`src/rtl/frs_pkg.sv`:
```
// Shared types for the FRS message queue: message record, interrupt FSM states,
// and the effective-depth clamp used by the top level.
package frs_pkg;

    localparam int unsigned FRS_MAX_DEPTH_W = 12;

    typedef logic [FRS_MAX_DEPTH_W:0] frs_depth_t;

    typedef struct packed {
        logic [15:0] func_id;
        logic [3:0]  reason;
    } frs_msg_t;

    typedef enum logic [1:0] {IDLE, REQ, ARMED} frs_irq_state_e;

    // A programmed depth of 0 still yields one usable entry; never exceed the physical buffer.
    function automatic frs_depth_t frs_eff_depth(input logic [FRS_MAX_DEPTH_W-1:0] max_depth,
                                                 input int unsigned fifo_depth);
        frs_depth_t d;
        d = (max_depth == '0) ? frs_depth_t'(1) : {1'b0, max_depth};
        if (d > frs_depth_t'(fifo_depth)) begin
            d = frs_depth_t'(fifo_depth);
        end
        return d;
    endfunction

endpackage

```
`src/rtl/frs_msg_fifo.sv`:
```
// Circular buffer of FRS messages with a registered head entry.
// The caller guarantees push is only asserted when room remains after any same-cycle pop.
module frs_msg_fifo
    import frs_pkg::*;
#(
    parameter int unsigned Depth  = 16,
    parameter int unsigned CountW = $clog2(Depth + 1)
) (
    input  logic              clk,
    input  logic              rst_n,
    input  logic              push,
    input  frs_msg_t          push_data,
    input  logic              pop,
    output logic [CountW-1:0] count,
    output frs_msg_t          head
);

    localparam int unsigned PtrW = $clog2(Depth);

    frs_msg_t          mem [Depth];
    logic [PtrW-1:0]   rd_ptr_q, rd_ptr_d;
    logic [PtrW-1:0]   wr_ptr_q, wr_ptr_d;
    logic [CountW-1:0] count_q, count_d, count_after_pop;
    frs_msg_t          head_q, head_d;

    always_comb begin
        rd_ptr_d        = rd_ptr_q + PtrW'(pop);
        wr_ptr_d        = wr_ptr_q + PtrW'(push);
        count_after_pop = count_q - CountW'(pop);
        count_d         = count_after_pop + CountW'(push);
        // A message written into a queue that is (or just became) empty bypasses the array.
        if (count_d == '0) begin
            head_d = '0;
        end else if (count_after_pop == '0) begin
            head_d = push_data;
        end else begin
            head_d = mem[rd_ptr_d];
        end
    end

    always_ff @(posedge clk) begin
        if (push) begin
            mem[wr_ptr_q] <= push_data;
        end
    end

    always_ff @(posedge clk or negedge rst_n) begin
        if (!rst_n) begin
            rd_ptr_q <= '0;
            wr_ptr_q <= '0;
            count_q  <= '0;
            head_q   <= '0;
        end else begin
            rd_ptr_q <= rd_ptr_d;
            wr_ptr_q <= wr_ptr_d;
            count_q  <= count_d;
            head_q   <= head_d;
        end
    end

    assign count = count_q;
    assign head  = head_q;

endmodule

```
`src/rtl/frs_message_queue.sv`:
```
// FRS message queue: depth clamp, admission control, RW1C status bits and the
// edge-style MSI request FSM around the message buffer.
module frs_message_queue
    import frs_pkg::*;
#(
    parameter int unsigned FIFO_DEPTH = 16
) (
    input  logic                               clk,
    input  logic                               rst_n,
    input  logic                               msg_valid,
    input  logic [15:0]                        msg_func_id,
    input  logic [3:0]                         msg_reason,
    input  logic [FRS_MAX_DEPTH_W-1:0]         cfg_max_depth,
    input  logic [4:0]                         cfg_int_msg_num,
    input  logic                               cfg_int_en,
    input  logic                               cfg_dequeue,
    input  logic [1:0]                         cfg_status_w1c,
    output logic [15:0]                        head_func_id,
    output logic [3:0]                         head_reason,
    output logic [$clog2(FIFO_DEPTH+1)-1:0]    queue_count,
    output logic                               sts_received,
    output logic                               sts_overflow,
    output logic                               irq_req,
    output logic [4:0]                         irq_vector,
    input  logic                               irq_ack
);

    localparam int unsigned CountW = $clog2(FIFO_DEPTH + 1);

    logic [CountW-1:0] count;
    frs_depth_t        eff_depth, count_after_pop;
    logic              pop_ok, push_ok, overflow_evt, pend;
    frs_msg_t          in_msg, head;
    frs_irq_state_e    state;

    // Dequeue is applied first, so a full queue still accepts a message popped in the same cycle.
    always_comb begin
        eff_depth       = frs_eff_depth(cfg_max_depth, FIFO_DEPTH);
        pop_ok          = cfg_dequeue && (count != '0);
        count_after_pop = frs_depth_t'(count) - frs_depth_t'(pop_ok);
        push_ok         = msg_valid && (count_after_pop < eff_depth);
        overflow_evt    = msg_valid && !push_ok;
        in_msg.func_id  = msg_func_id;
        in_msg.reason   = msg_reason;
        pend            = cfg_int_en && (sts_received || sts_overflow);
    end

    frs_msg_fifo #(
        .Depth  (FIFO_DEPTH),
        .CountW (CountW)
    ) u_fifo (
        .clk       (clk),
        .rst_n     (rst_n),
        .push      (push_ok),
        .push_data (in_msg),
        .pop       (pop_ok),
        .count     (count),
        .head      (head)
    );

    // Set beats a same-cycle W1C clear.
    always_ff @(posedge clk or negedge rst_n) begin
        if (!rst_n) begin
            sts_received <= 1'b0;
            sts_overflow <= 1'b0;
        end else begin
            sts_received <= (sts_received && !cfg_status_w1c[0]) || push_ok;
            sts_overflow <= (sts_overflow && !cfg_status_w1c[1]) || overflow_evt;
        end
    end

    always_ff @(posedge clk or negedge rst_n) begin
        if (!rst_n) begin
            state      <= IDLE;
            irq_req    <= 1'b0;
            irq_vector <= '0;
        end else begin
            unique case (state)
                IDLE: begin
                    if (pend) begin
                        state      <= REQ;
                        irq_req    <= 1'b1;
                        irq_vector <= cfg_int_msg_num;
                    end
                end
                REQ: begin
                    if (!cfg_int_en) begin
                        state   <= IDLE;
                        irq_req <= 1'b0;
                    end else if (irq_ack) begin
                        state   <= ARMED;
                        irq_req <= 1'b0;
                    end
                end
                ARMED: begin
                    // Re-arm only after software has cleared every status bit.
                    if (!sts_received && !sts_overflow) begin
                        state <= IDLE;
                    end
                end
                default: begin
                    state   <= IDLE;
                    irq_req <= 1'b0;
                end
            endcase
        end
    end

    assign head_func_id = head.func_id;
    assign head_reason  = head.reason;
    assign queue_count  = count;

endmodule

```
`config.mk`:
```
export PLATFORM = sky130hd
export DESIGN_NAME = frs_message_queue
export DESIGN_NICKNAME = d
export VERILOG_FILES = /design/src/rtl/frs_pkg.sv /design/src/rtl/frs_msg_fifo.sv /design/src/rtl/frs_message_queue.sv
export SDC_FILE = /design/constraint.sdc
export NUM_CORES = 1
export LEC_CHECK = 0
export CAP_MARGIN = 20
export CORE_UTILIZATION = 31
export DETAILED_ROUTE_END_ITERATION = 16
export PLACE_DENSITY = 0.51
export SLEW_MARGIN = 10
export SYNTH_ARGS = -nofsm -noshare
export SYNTH_HDL_FRONTEND = slang
export SYNTH_SLANG_ARGS = --single-unit
```
`constraint.sdc`:
```
create_clock -name clk -period 17 [get_ports clk]
set_input_delay 3.4 -clock clk [delete_from_list [all_inputs] [get_ports clk]]
set_output_delay 3.4 -clock clk [all_outputs]
set_load 0.02 [all_outputs]
```
Word-level counts from Yosys, hierarchy flattened
Memory sizes are Yosys's and may differ from the RTL's.
Cells that the tools add are included.
{"block": "word_totals", "output_inout_bits": 33, "latchBits": 0, "rom_bits": 0, "mem_bits_rw": 320, "memories": 1, "in_bits": 45, "ff_bits": 43}
{"block": "op_classes", "mul": 0, "n_div": 0, "n_eq_ne": 5, "n_reduce_logical": 23, "shift": 0, "n_bitwise": 1, "n_mux": 15, "order_cmp": 2, "addsub": 5}
{"memory": "u_fifo.mem", "words": 16, "word_bits": 20, "rd": 1, "rd_ports_with_merged_regs": 0, "write_ports": 1, "line_no": "frs_msg_fifo.sv:20", "rtl": "frs_msg_t mem [Depth];"}
{"cell": "$mux W20", "n": 2}
{"cell": "$mux W12", "n": 2}
{"cell": "$lt A13 B13 Y1", "n": 1}
{"cell": "$gt A12 B5 Y1 const B", "n": 1}
{"cell": "$logic_not A12 Y1", "n": 1}
{"cell": "$logic_not A5 Y1", "n": 2}
{"cell": "$add A4 B1 Y4", "n": 2}
{"cell": "$mux W2", "n": 4}
{"cell": "$logic_and A1 B1 Y1", "n": 7}
{"cell": "$pmux W2 S3", "n": 1}
{"cell": "$reduce_and A3 Y1", "n": 2}
{"cell": "$sub A5 B1 Y6", "n": 1}
{"cell": "$add A5 B1 Y5", "n": 1}
{"cell": "$logic_not A1 Y1", "n": 5}
{"cell": "$mux W1", "n": 5}
{"cell": "$reduce_bool A5 Y1", "n": 1}
{"cell": "$sub A5 B1 Y5", "n": 1}
{"cell": "$ne A2 B2 Y1 const B", "n": 2}
{"cell": "$logic_or A1 B1 Y1", "n": 3}
{"cell": "$ne A3 B3 Y1 const B", "n": 1}
{"cell": "$pmux W1 S3", "n": 1}
{"cell": "$eq A2 B1 Y1 const B", "n": 1}
{"cell": "$eq A2 B2 Y1 const B", "n": 1}
{"cell": "$logic_not A2 Y1", "n": 1}
{"cell": "other kinds (2)", "n": 2}

Longest topological paths before layout
Gate-level depths: netlist (run 1).
{"block": "depth", "word_depth": 9, "depth_mapped": 20, "ltp_nobuf": 18}

Hierarchy
Synthesis (run 1) repeated with hierarchy kept, for this count alone.
{"block": "hier_totals", "hier_cells": 715, "area_unflattened_um2": 14561.5}
{"module": "frs_msg_fifo", "n_inst": 1, "area_per_inst_um2": 13808.2, "cells_each": 633}
{"module": "frs_message_queue", "n_inst": 1, "area_per_inst_um2": 753.2, "cells_each": 82}

Least setup slack after synthesis (run 1)
Ideal clock, no wire load.
{"block": "synth_path", "path_type": "input -> register", "start": "input port cfg_dequeue", "end": "memory u_fifo.mem[1][0] in the netlist's numbering, enable pin", "required_ns": 16.552, "t_arrival_ns": 7.416, "setup_time_ns": 0.448, "path_stages": 11, "n_path_buf": 0, "slack_ns": 9.136, "path_cell_list": "o31a_1 -> ha_1 -> ha_1 -> nor3b_1 -> xnor2_1 -> inv_1 -> ha_1 -> and4_1 -> a221oi_1 -> o211ai_2 -> nor4_1"}
{"block": "synth_via", "elab_chain_cells": 6}
{"item": "start, declared", "line_no": "frs_message_queue.sv:16", "rtl": "input logic cfg_dequeue,"}
{"item": "$logic_and A1 B1 Y1", "line_no": "frs_message_queue.sv:39", "rtl": "pop_ok = cfg_dequeue && (count != '0);"}
{"item": "$sub A5 B1 Y6", "line_no": "frs_message_queue.sv:40", "rtl": "count_after_pop = frs_depth_t'(count) - frs_depth_t'(pop_ok);"}
{"item": "$lt A13 B13 Y1", "line_no": "frs_message_queue.sv:41", "rtl": "push_ok = msg_valid && (count_after_pop < eff_depth);"}
{"item": "$logic_and A1 B1 Y1", "line_no": "frs_message_queue.sv:41"}
{"item": "$mux W1", "line_no": "frs_msg_fifo.sv:42", "rtl": "if (push) begin"}
{"item": "$mux W1 (not written as such)", "line_no": "frs_msg_fifo.sv:43", "rtl": "mem[wr_ptr_q] <= push_data;"}
{"item": "end, declared", "line_no": "frs_msg_fifo.sv:20"}
No other way between the ends.

Final worst setup path (run 1)
{"block": "layout_path", "start": "input port cfg_dequeue", "end": "memory u_fifo.mem[4][11] in the netlist's numbering, enable pin"}
Same word-level chain as after synthesis.

==> reports/results.txt, run 1 <==
Status: finished clean
First-pass GRT wire length: 49040 um
Buf/Inv on CP: 3
DIE AREA: 0.04738 mm^2
Asr flop ratio synth: 11.85%
Post-synth top area cell: edfxtp_1
DR WL/cell: 22.49 um
DRC: 0
Yosys reg bits: 363
CTS Sinks: 363
Top_reg_cell synth: edfxtp_1
Setup TNS: 0 ns
Worst Hold Class: reg2reg
Final hold slack: 0.4836 ns
Share of the synthesized area in the top cell type: 66.64%
Fin crit share: 44.23%
Syn-to-layout area delta: 20.82%
Layout Nets: 877
Hold buffers post-CTS: 0
DRT iter0 DRCs: 373
Switching share of power: 32.37%
Final setup fails: 0
Post-cts resize count: 0
Max-cap violations: 0
Initial antenna violation count: 0
CP top delay family: simple AND/OR/NAND/NOR gates
Die width: 217.7 um
Crit-path cells: clkdlybuf4s50_1, o31a_1, ha_1, nor3b_1, ha_1, a21o_1, a21o_1, a211oi_1, o211ai_2, buf_8, nor4_2, buf_4
Critical Path RT: 17.22 ns
Mapped Area: 0.01442 mm^2
PD cells: 184.3 mW/mm^2
Leakage power: 0.005966 uW
P_int: 2172 uW
Register share of total power: 36.6%
Post-Syn Instances: 698
Tmin final: 7.518 ns
Cell variety after synth: 39
DR pass1 iterations: 4
Postcts setup bufs: 0
I/O pins: 78
Row count: 78
Ys Warns: 0
Setup crit start kind: primary input
Avg Cell Area, Syn: 20.66 um^2
Worst R2R Setup Slack: 11.89 ns
Skew final: 0.01737 ns
Post-route ant nets: 0
Worst path arrival time: 7.74 ns
CTS Buffer Depth: 3
Fill count: 4205
Port bufs: 77
Post-Place Cell Area: 0.01614 mm^2
Max Slew Vio Count: 0
Clock buffer count from CTS: 40
Inserted Diodes: 0
Fin area: 0.01742 mm^2
DR vias: 6968
Post-synth EDFFs: 320
Overall routing resource usage: 14.19%
Most frequent cell after synthesis: edfxtp_1
Slowest-stage cell, CP: nor4_2
Final Hold Viols: 0
Combinational share of power: 37.5%
Worst-margin pin slew: 1.008 ns
Worst setup margin: 9.482 ns
Total Wirelength: 32530 um
Maximum vdd ir drop: 0.1091 mV
CP peak stage delay: 0.83 ns
RSZ-0062 raised after global routing: no
Pin count of the biggest net entering global routing: 57
Pre-CTS worst setup slack: 8.659 ns
CTS tree: built
Gp weighted congestion: 0.7430
Starting Density: 31.57%
Vias in the first global route: 7356
Fmax achieved: 133.0 MHz
Top cells by area, synth: edfxtp_1, mux4_2, dfrtp_1, mux2i_1, ha_1
Vias per cell: 4.819
Post-synthesis sequential area ratio: 74.11%
H-tree depth: 2
Root buffer cell: clkbuf_16
Die Ht: 217.7 um
CTS clk-pin slew, worst paths: 0.06 ns
Critical path class: in2reg
Std-Cell Core Area: 0.04567 mm^2
Total power: 3211 uW
Layout cells sized above 1: 23.05%
Slew HR: 32.25%
Worst-path fanout max: 15
NetSw: 1039 uW
Overflow after GRT: 0
Worst-skew pair later-pin latency: 0.55 ns
Critical Path End Type: register
Clock group share of total power: 26.0%
Top post-synthesis cells by count: edfxtp_1, mux2i_1, mux4_2, dfrtp_1, nor3_1
HPWL after detailed placement: 19070 um
[layout by cell type (no fill, tap or decap), types with 5 or more instances in the layout]
| cell | n |
|---|---|
| nor2_1 | 7 |
| clkbuf_1 | 11 |
| nor3_2 | 10 |
| clkinv_2 | 7 |
| ha_1 | 14 |
| mux2_2 | 5 |
| nand3_1 | 6 |
| nand2b_1 | 6 |
| clkbuf_16 | 41 |
| clkinv_1 | 7 |
| clkdlybuf4s50_1 | 76 |
| nor4_2 | 6 |
| buf_4 | 28 |
| nand2_1 | 10 |
| dfrtp_1 | 43 |
| edfxtp_1 | 320 |
| nor3_1 | 24 |
| inv_1 | 12 |
| mux2i_1 | 80 |
| mux4_2 | 80 |
[area by class of cell]
| type | instances | area [um^2] | share of cell area [%] |
|---|---|---|---|
| Clock buffer | 54 | 1095 | 6.285 |
| Inverter | 12 | 45.04 | 0.2586 |
| Tap cell | 600 | 750.7 | 4.309 |
| Sequential cell | 363 | 10690 | 61.34 |
| Timing Repair Buffer | 106 | 991.0 | 5.688 |
| Clock inverter | 18 | 158.9 | 0.9122 |
| Multi-Input combinational cell | 293 | 3695 | 21.21 |
[final timing paths]
path,endpoint,from,cells after the start
max in group asynchronous,u_fifo.head[11],rst_n,2
max reg2reg,u_fifo.mem[4][11],u_fifo.count[3],13
min reg2reg,state[1],state[1],1
min,state[1],state[1],1
max,u_fifo.mem[4][11],cfg_dequeue,12
min in group asynchronous,irq_vector[0],rst_n,2
[through the flow]
step / util [%] / instances
after floorplan: - / 701
after global placement: 35.33 / 1371
after detailed placement: 35.33 / 1371
after CTS: 38.08 / 1443
after global routing: 38.14 / 1446
final: 38.14 / 1446
[layer usage]
layer	wire length (um)	track usage, %	up-vias
li1	-	-	3104
met1	14890	19.65	3687
met2	15730	22.63	135
met3	1252	2.497	42
met4	653	4.531	0
met5	0	0	-
[registers in the layout, summed over array words and instances (netlist names), 2 cells and up]
register,cells
state,2
u_fifo.mem,320
u_fifo.rd_ptr_q,4
u_fifo.head,20
u_fifo.count,5
irq_vector,5
u_fifo.wr_ptr_q,4
[power groups by stage]
stage	Clock, uW	Sequential, uW	Combinational (uW)
2_1_floorplan	0	1210	801
3_3_place_gp	0	1190	1230
3_5_place_dp	0	1190	1230
4_1_cts	856	1180	1230
5_1_grt	893	1190	1310
6_report	834	1170	1200
[cells by family (layout without fill, tap and decap cells)]
| family | Yosys count | after routing | share of synthesized area (%) |
|---|---|---|---|
| fa+ha+maj | 16 | 16 | 1.388 |
| xor+xnor | 10 | 10 | 0.6074 |
| buf+inv | 45 | 190 | 1.406 |
| simple gates | 82 | 82 | 3.029 |
| compound gates | 16 | 16 | 0.9979 |
| flops | 363 | 363 | 74.11 |
| other cells | 1 | 4 | 0.02601 |
| mux | 165 | 165 | 18.44 |
Note: power is estimated with default switching activity, not from simulation.
==> run 2: changes to the inputs <==
- clock period: 17 -> 7.8 ns (I/O delays scaled with it)
==> run 2 against run 1 <==
Against the previous run:
- register-to-register slack got worse by 9.3 ns
- first-iteration DRC count increased by 35%
- setup slack got worse by 7.3 ns
- flip-flop and latch count unchanged
- clock power increased by 110%
- wire length increased by 1.2%
- clock-buffer cell count decreased by 5
- via count increased by 0.98%
- die area unchanged
- clock skew increased by 0.011 ns
- largest cell class unchanged
- largest power group unchanged
- highest routed layer is now met5
==> reports/results.txt, run 2 (synthesis results as in run 1) <==
Fmax achieved: 177.2 MHz
Max Slew Vio Count: 0 (unchanged)
Final Hold Viols: 0 (unchanged)
RSZ-0062 raised after global routing: no
Total power: 6985 uW (+120%)
Fin crit share: 72.34%
H-tree depth: 2 (unchanged)
Most frequent CP cell: ha_1
Post-route ant nets: 0 (unchanged)
Gp weighted congestion: 0.7334 (-1.3%)
Setup crit start kind: primary input
Port bufs: 77 (unchanged)
Worst-skew pair later-pin latency: 0.53 ns (-0.02 ns)
Critical path class: in2reg
Layout Nets: 883 (+0.68%)
CTS clk-pin slew, worst paths: 0.06 ns (about the same)
Fill count: 4170 (-0.83%)
Most frequent cells in the layout: edfxtp_1, mux4_2, mux2i_1, clkdlybuf4s50_1, dfrtp_1
Die width: 217.7 um (unchanged)
Maximum vdd ir drop: 0.1869 mV (+71%)
Overflow after GRT: 0 (unchanged)
Hold buffers post-CTS: 0 (unchanged)
DIE AREA: 0.04738 mm^2 (unchanged)
I/O pins: 78 (unchanged)
CTS Buffer Depth: 3 (unchanged)
DRC: 0 (unchanged)
Worst Hold Class: reg2reg
Row count: 78 (unchanged)
Crit-path cells: clkdlybuf4s50_1, o31a_1, ha_1, nor3b_1, ha_1, a21o_1, a21o_1, a211oi_1, o211ai_2, inv_1, ha_1, nand2_1, or3_4, a2111oi_4, buf_4, nor3_1
Slowest-stage cell, CP: nor3b_1
Buf/Inv on CP: 3 (unchanged)
Commonest non-fill, non-tap cell in the layout: edfxtp_1
Max-cap violations: 0 (unchanged)
Worst-margin pin slew: 0.9700 ns (-0.03791 ns)
HPWL after detailed placement: 19570 um (+2.6%)
Post-cts resize count: 0 (unchanged)
DR WL/cell: 22.70 um (+0.90%)
Vias in the first global route: 7512 (+2.1%)
Syn-to-layout area delta: 21.05%
Skew final: 0.02806 ns (+0.01069 ns)
Postcts setup bufs: 0 (unchanged)
Initial antenna violation count: 1 (+1)
First-pass GRT wire length: 49110 um (+0.15%)
Leakage power: 0.005990 uW (+0.40%)
Overall routing resource usage: 14.22% (+0.029 points)
CP peak stage delay: 0.55 ns (-0.28 ns)
Std-Cell Core Area: 0.04567 mm^2 (unchanged)
Tmin final: 5.643 ns
Total Wirelength: 32910 um (+1.2%)
Final setup fails: 0 (unchanged)
PD cells: 400.2 mW/mm^2 (+120%)
Slew HR: 34.79% (+2.5 points)
Clock buffer count from CTS: 39 (-2.5%)
Vias per cell: 4.852 (+0.70%)
Worst path arrival time: 6.02 ns (-1.72 ns)
Setup TNS: 0 ns (unchanged)
CTS Sinks: 363 (unchanged)
CTS tree: built
Critical Path End Type: register
DR vias: 7036 (+0.98%)
Biggest register: u_fifo.mem
Status: finished clean
Critical Path RT: 8.18 ns (-9.04 ns)
Root buffer cell: clkbuf_16
DR pass1 iterations: 5 (+1)
Layout cells sized above 1: 23.88% (+0.83 points)
DRT iter0 DRCs: 503 (+35%)
Die Ht: 217.7 um (unchanged)
Inserted Diodes: 0 (unchanged)
Pin count of the biggest net entering global routing: 61 (+7.0%)
Worst-path fanout max: 20 (+5)
CP top delay family: compound AO/OA/AOI/OAI gates
Starting Density: 31.57% (unchanged)
Max reg flops: 320 (unchanged)
## run 2: cell count changes in the layout (fill, tap and decap cells not counted), sizes merged
cell / delta
bufinv: +1
inv: +1
buf: +7
clkinv: -1
clkbuf: -5
clkinvlp: +1
## run 2: path summary, 6_finish.rpt
| kind | to | slack, ns | startpoint | cells after the start |
|---|---|---|---|---|
| max in group asynchronous | u_fifo.head[10] | 6.21 | rst_n | 2 |
| min in group asynchronous | irq_vector[2] | 1.12 | rst_n | 2 |
| setup / recovery | u_fifo.head[10] | 2.16 | cfg_dequeue | 16 |
| hold / removal | state[1] | 0.48 | state[1] | 1 |
| setup reg to reg | u_fifo.head[10] | 2.61 | u_fifo.count[2] | 17 |
| hold reg to reg | state[1] | 0.48 | state[1] | 1 |
## run 2: layout make-up
cell class / count / area [um^2] / area share, %
Clock buffer: 49 / 1023 / 5.864
Clock inverter: 20 / 202.7 / 1.161
Inverter: 12 / 45.04 / 0.2581
Multi-Input combinational cell: 293 / 3695 / 21.17
Sequential cell: 363 / 10690 / 61.22
Tap cell: 600 / 750.7 / 4.301
Timing Repair Buffer: 113 / 1052 / 6.029
## run 2: routing by layer
layer | GRT usage [%] | vias up | wire length [um]
li1 | - | 3111 | -
met1 | 19.29 | 3714 | 14780
met2 | 23.68 | 157 | 16060
met3 | 2.455 | 52 | 1500
met4 | 3.404 | 2 | 554
met5 | 0 | - | 10
## run 2: through the flow
step           std cells  utilization, %  hold slack (ns)  worst slack, ns  cell area [um^2]
5_1_grt             1450           38.21           0.5046            1.849             17450
3_3_place_gp        1380           35.51           0.4710            1.438             16220
2_1_floorplan        701               -           0.4481            1.776             14430
3_5_place_dp        1380           35.51           0.4748            1.317             16220
4_1_cts             1449           38.19           0.4869            1.881             17440
6_report            1450           38.21           0.4827            2.157             17450
## run 2: power breakdown
part | internal [uW] | switching, uW | total, uW
sequential | 2420 | 146 | 2560
clock | 1060 | 728 | 1790
combinational | 1240 | 1390 | 2630
total | 4720 | 2260 | 6990
==> run 3: changes to the inputs <==
- PLACE_DENSITY: 0.51 -> 0.52
- clock period: 7.8 -> 4.5 ns (I/O delays scaled with it)
==> run 3 against run 2 <==
Against the previous run:
- non-clock buffer count grew 24
- setup slack lost 1.9 ns
- largest cell class unchanged
- register-to-register slack lost 2.3 ns
- first-iteration DRC count grew 1.6%
- critical endpoint is now u_fifo.head[16]
- combinational power grew 88%
- global-route usage grew 0.34 points
- clock skew shrank 0.013 ns
- clock-buffer cell count grew 6
- die area is the same
- core utilization grew 1.4 points
==> reports/results.txt, run 3 (synthesis results as in run 1) <==
Status: finished clean
Crit-path cells: or3_4, o31a_1, ha_2, ha_1, nor3b_1, xnor2_1, inv_1, ha_4, and4_1, a221oi_2, o211ai_4, inv_2, ha_4, nand2_1, or3_4, a2111oi_4, buf_12, nor3_1
DRC: 0 (unchanged)
Critical Path End Type: register
PD cells: 696.6 mW/mm^2 (+74%)
Worst-margin pin slew: 0.7429 ns (-0.2271 ns)
Fill count: 4131 (-0.94%)
Maximum vdd ir drop: 0.3689 mV (+97%)
Slowest-stage cell, CP: dfrtp_2
Commonest non-fill, non-tap cell in the layout: edfxtp_1
H-tree depth: 2 (unchanged)
CTS tree: built
Leakage power: 0.006240 uW (+4.2%)
Port bufs: 77 (unchanged)
Biggest register: u_fifo.mem
Std-Cell Core Area: 0.04567 mm^2 (unchanged)
Total Wirelength: 33650 um (+2.3%)
Max-cap violations: 0 (unchanged)
Worst Hold Class: in2async
RSZ-0062 raised after global routing: no
Post-route ant nets: 0 (unchanged)
First-pass GRT wire length: 50270 um (+2.3%)
Vias per cell: 4.889 (+0.75%)
CP peak stage delay: 0.43 ns (-0.12 ns)
Capturing point of the worst reg2reg path: u_fifo.head[16]
Critical path class: reg2reg
Fmax achieved: 236.3 MHz
Worst-skew pair later-pin latency: 0.53 ns (about the same)
Total power: 12600 uW (+80%)
Setup TNS: 0 ns (unchanged)
Final hold slack: 0.4606 ns (-0.02211 ns)
CTS Sinks: 363 (unchanged)
CTS clk-pin slew, worst paths: 0.06 ns (about the same)
Fin crit share: 94.03%
Die width: 217.7 um (unchanged)
Inserted Diodes: 0 (unchanged)
DR pass1 iterations: 4 (-1)
Reg2Reg Depth: 18 (+1)
Row count: 78 (unchanged)
Worst path arrival time: 4.63 ns (-1.39 ns)
Overall routing resource usage: 14.56% (+0.34 points)
Layout Nets: 907 (+2.7%)
Initial antenna violation count: 0 (-1)
Final setup fails: 0 (unchanged)
Multi-input gate area: 0.003837 mm^2 (+3.9%)
Clock buffer count from CTS: 39 (unchanged)
Worst-path fanout max: 20 (unchanged)
Starting Density: 31.57% (unchanged)
DR vias: 7216 (+2.6%)
Reg area: 0.01069 mm^2 (about the same)
Pre-CTS worst setup slack: -0.2155 ns (-1.533 ns)
Worst setup margin: 0.2685 ns (-1.889 ns)
Most frequent cells in the layout: edfxtp_1, mux4_2, mux2i_1, clkdlybuf4s50_1
Setup crit start kind: register
HPWL after detailed placement: 20260 um (+3.5%)
RR Startpoint: u_fifo.count[3]
Max reg flops: 320 (unchanged)
Post-cts resize count: 0 (unchanged)
Worst R2R Setup Slack: 0.27 ns (-2.34 ns)
CTS Buffer Depth: 3 (unchanged)
I/O pins: 78 (unchanged)
Die Ht: 217.7 um (unchanged)
DRT iter0 DRCs: 511 (+1.6%)
Postcts setup bufs: 0 (unchanged)
Hold buffers post-CTS: 0 (unchanged)
Pin count of the biggest net entering global routing: 44 (-28%)
Critical Path RT: 4.90 ns (-3.28 ns)
Crit path from: u_fifo.count[3]
Skew final: 0.01498 ns (-0.01308 ns)
Final Hold Viols: 0 (unchanged)
Syn-to-layout area delta: 25.50%
Max Slew Vio Count: 0 (unchanged)
Slew HR: 50.09% (+15 points)
Overflow after GRT: 0 (unchanged)
DR WL/cell: 22.80 um (+0.46%)
DIE AREA: 0.04738 mm^2 (unchanged)
Gp weighted congestion: 0.7246 (-1.2%)
Tmin final: 4.231 ns
Vias in the first global route: 7554 (+0.56%)
Root buffer cell: clkbuf_16
Layout cells sized above 1: 26.83% (+2.9 points)
## run 3: per-layer routing
layer	part of all wire, %	routed length [um]	track usage [%]
met2	49	16510	23.78
met1	45	15170	20.10
met3	4.3	1439	2.566
met5	0	0	0
met4	1.6	536	3.568
## run 3: how the worst max path moves through the flow
stage / end / cells after the start
2_1_floorplan: u_fifo.mem[9][0] / 12
6_report: u_fifo.head[16] / 18
5_1_grt: u_fifo.head[16] / 18
3_3_place_gp: u_fifo.head[5] / 18
3_5_place_dp: u_fifo.head[5] / 18
4_1_cts: u_fifo.head[16] / 18
## run 3: metrics by stage
step           cells  util, %  instance area (um^2)
5_1_grt         1476    39.62                 18100
3_5_place_dp    1405    36.81                 16810
4_1_cts         1476    39.62                 18100
3_3_place_gp    1405    36.81                 16810
6_report        1476    39.62                 18100
2_1_floorplan    701        -                 14610
## run 3: area by class of cell
class | instances | area share, %
inverter | 12 | 0.2489
sequential | 363 | 59.06
clock buffer | 55 | 6.071
multi-input combinational | 293 | 21.21
tap | 600 | 4.149
timing repair buffer | 137 | 8.242
clock inverter | 16 | 1.023
## run 3: critical path, delay by kind of cell, from the launching register on
family | cells | cell delay, ns
compound gates | 4 | 1.10
xor+xnor | 1 | 0.20
fa+ha+maj | 4 | 0.75
buf+inv | 3 | 0.42
flops | 1 | 0.43
simple gates | 6 | 1.18
## run 3: report_power, final
| group | switching, uW | internal [uW] | leakage (uW) | total [uW] |
|---|---|---|---|---|
| Combinational | 2540 | 2410 | 0.00222 | 4950 |
| Sequential | 244 | 4190 | 0.00340 | 4430 |
| Clock | 1290 | 1940 | 0.000623 | 3220 |
| Total | 4070 | 8530 | 0.00624 | 12600 |
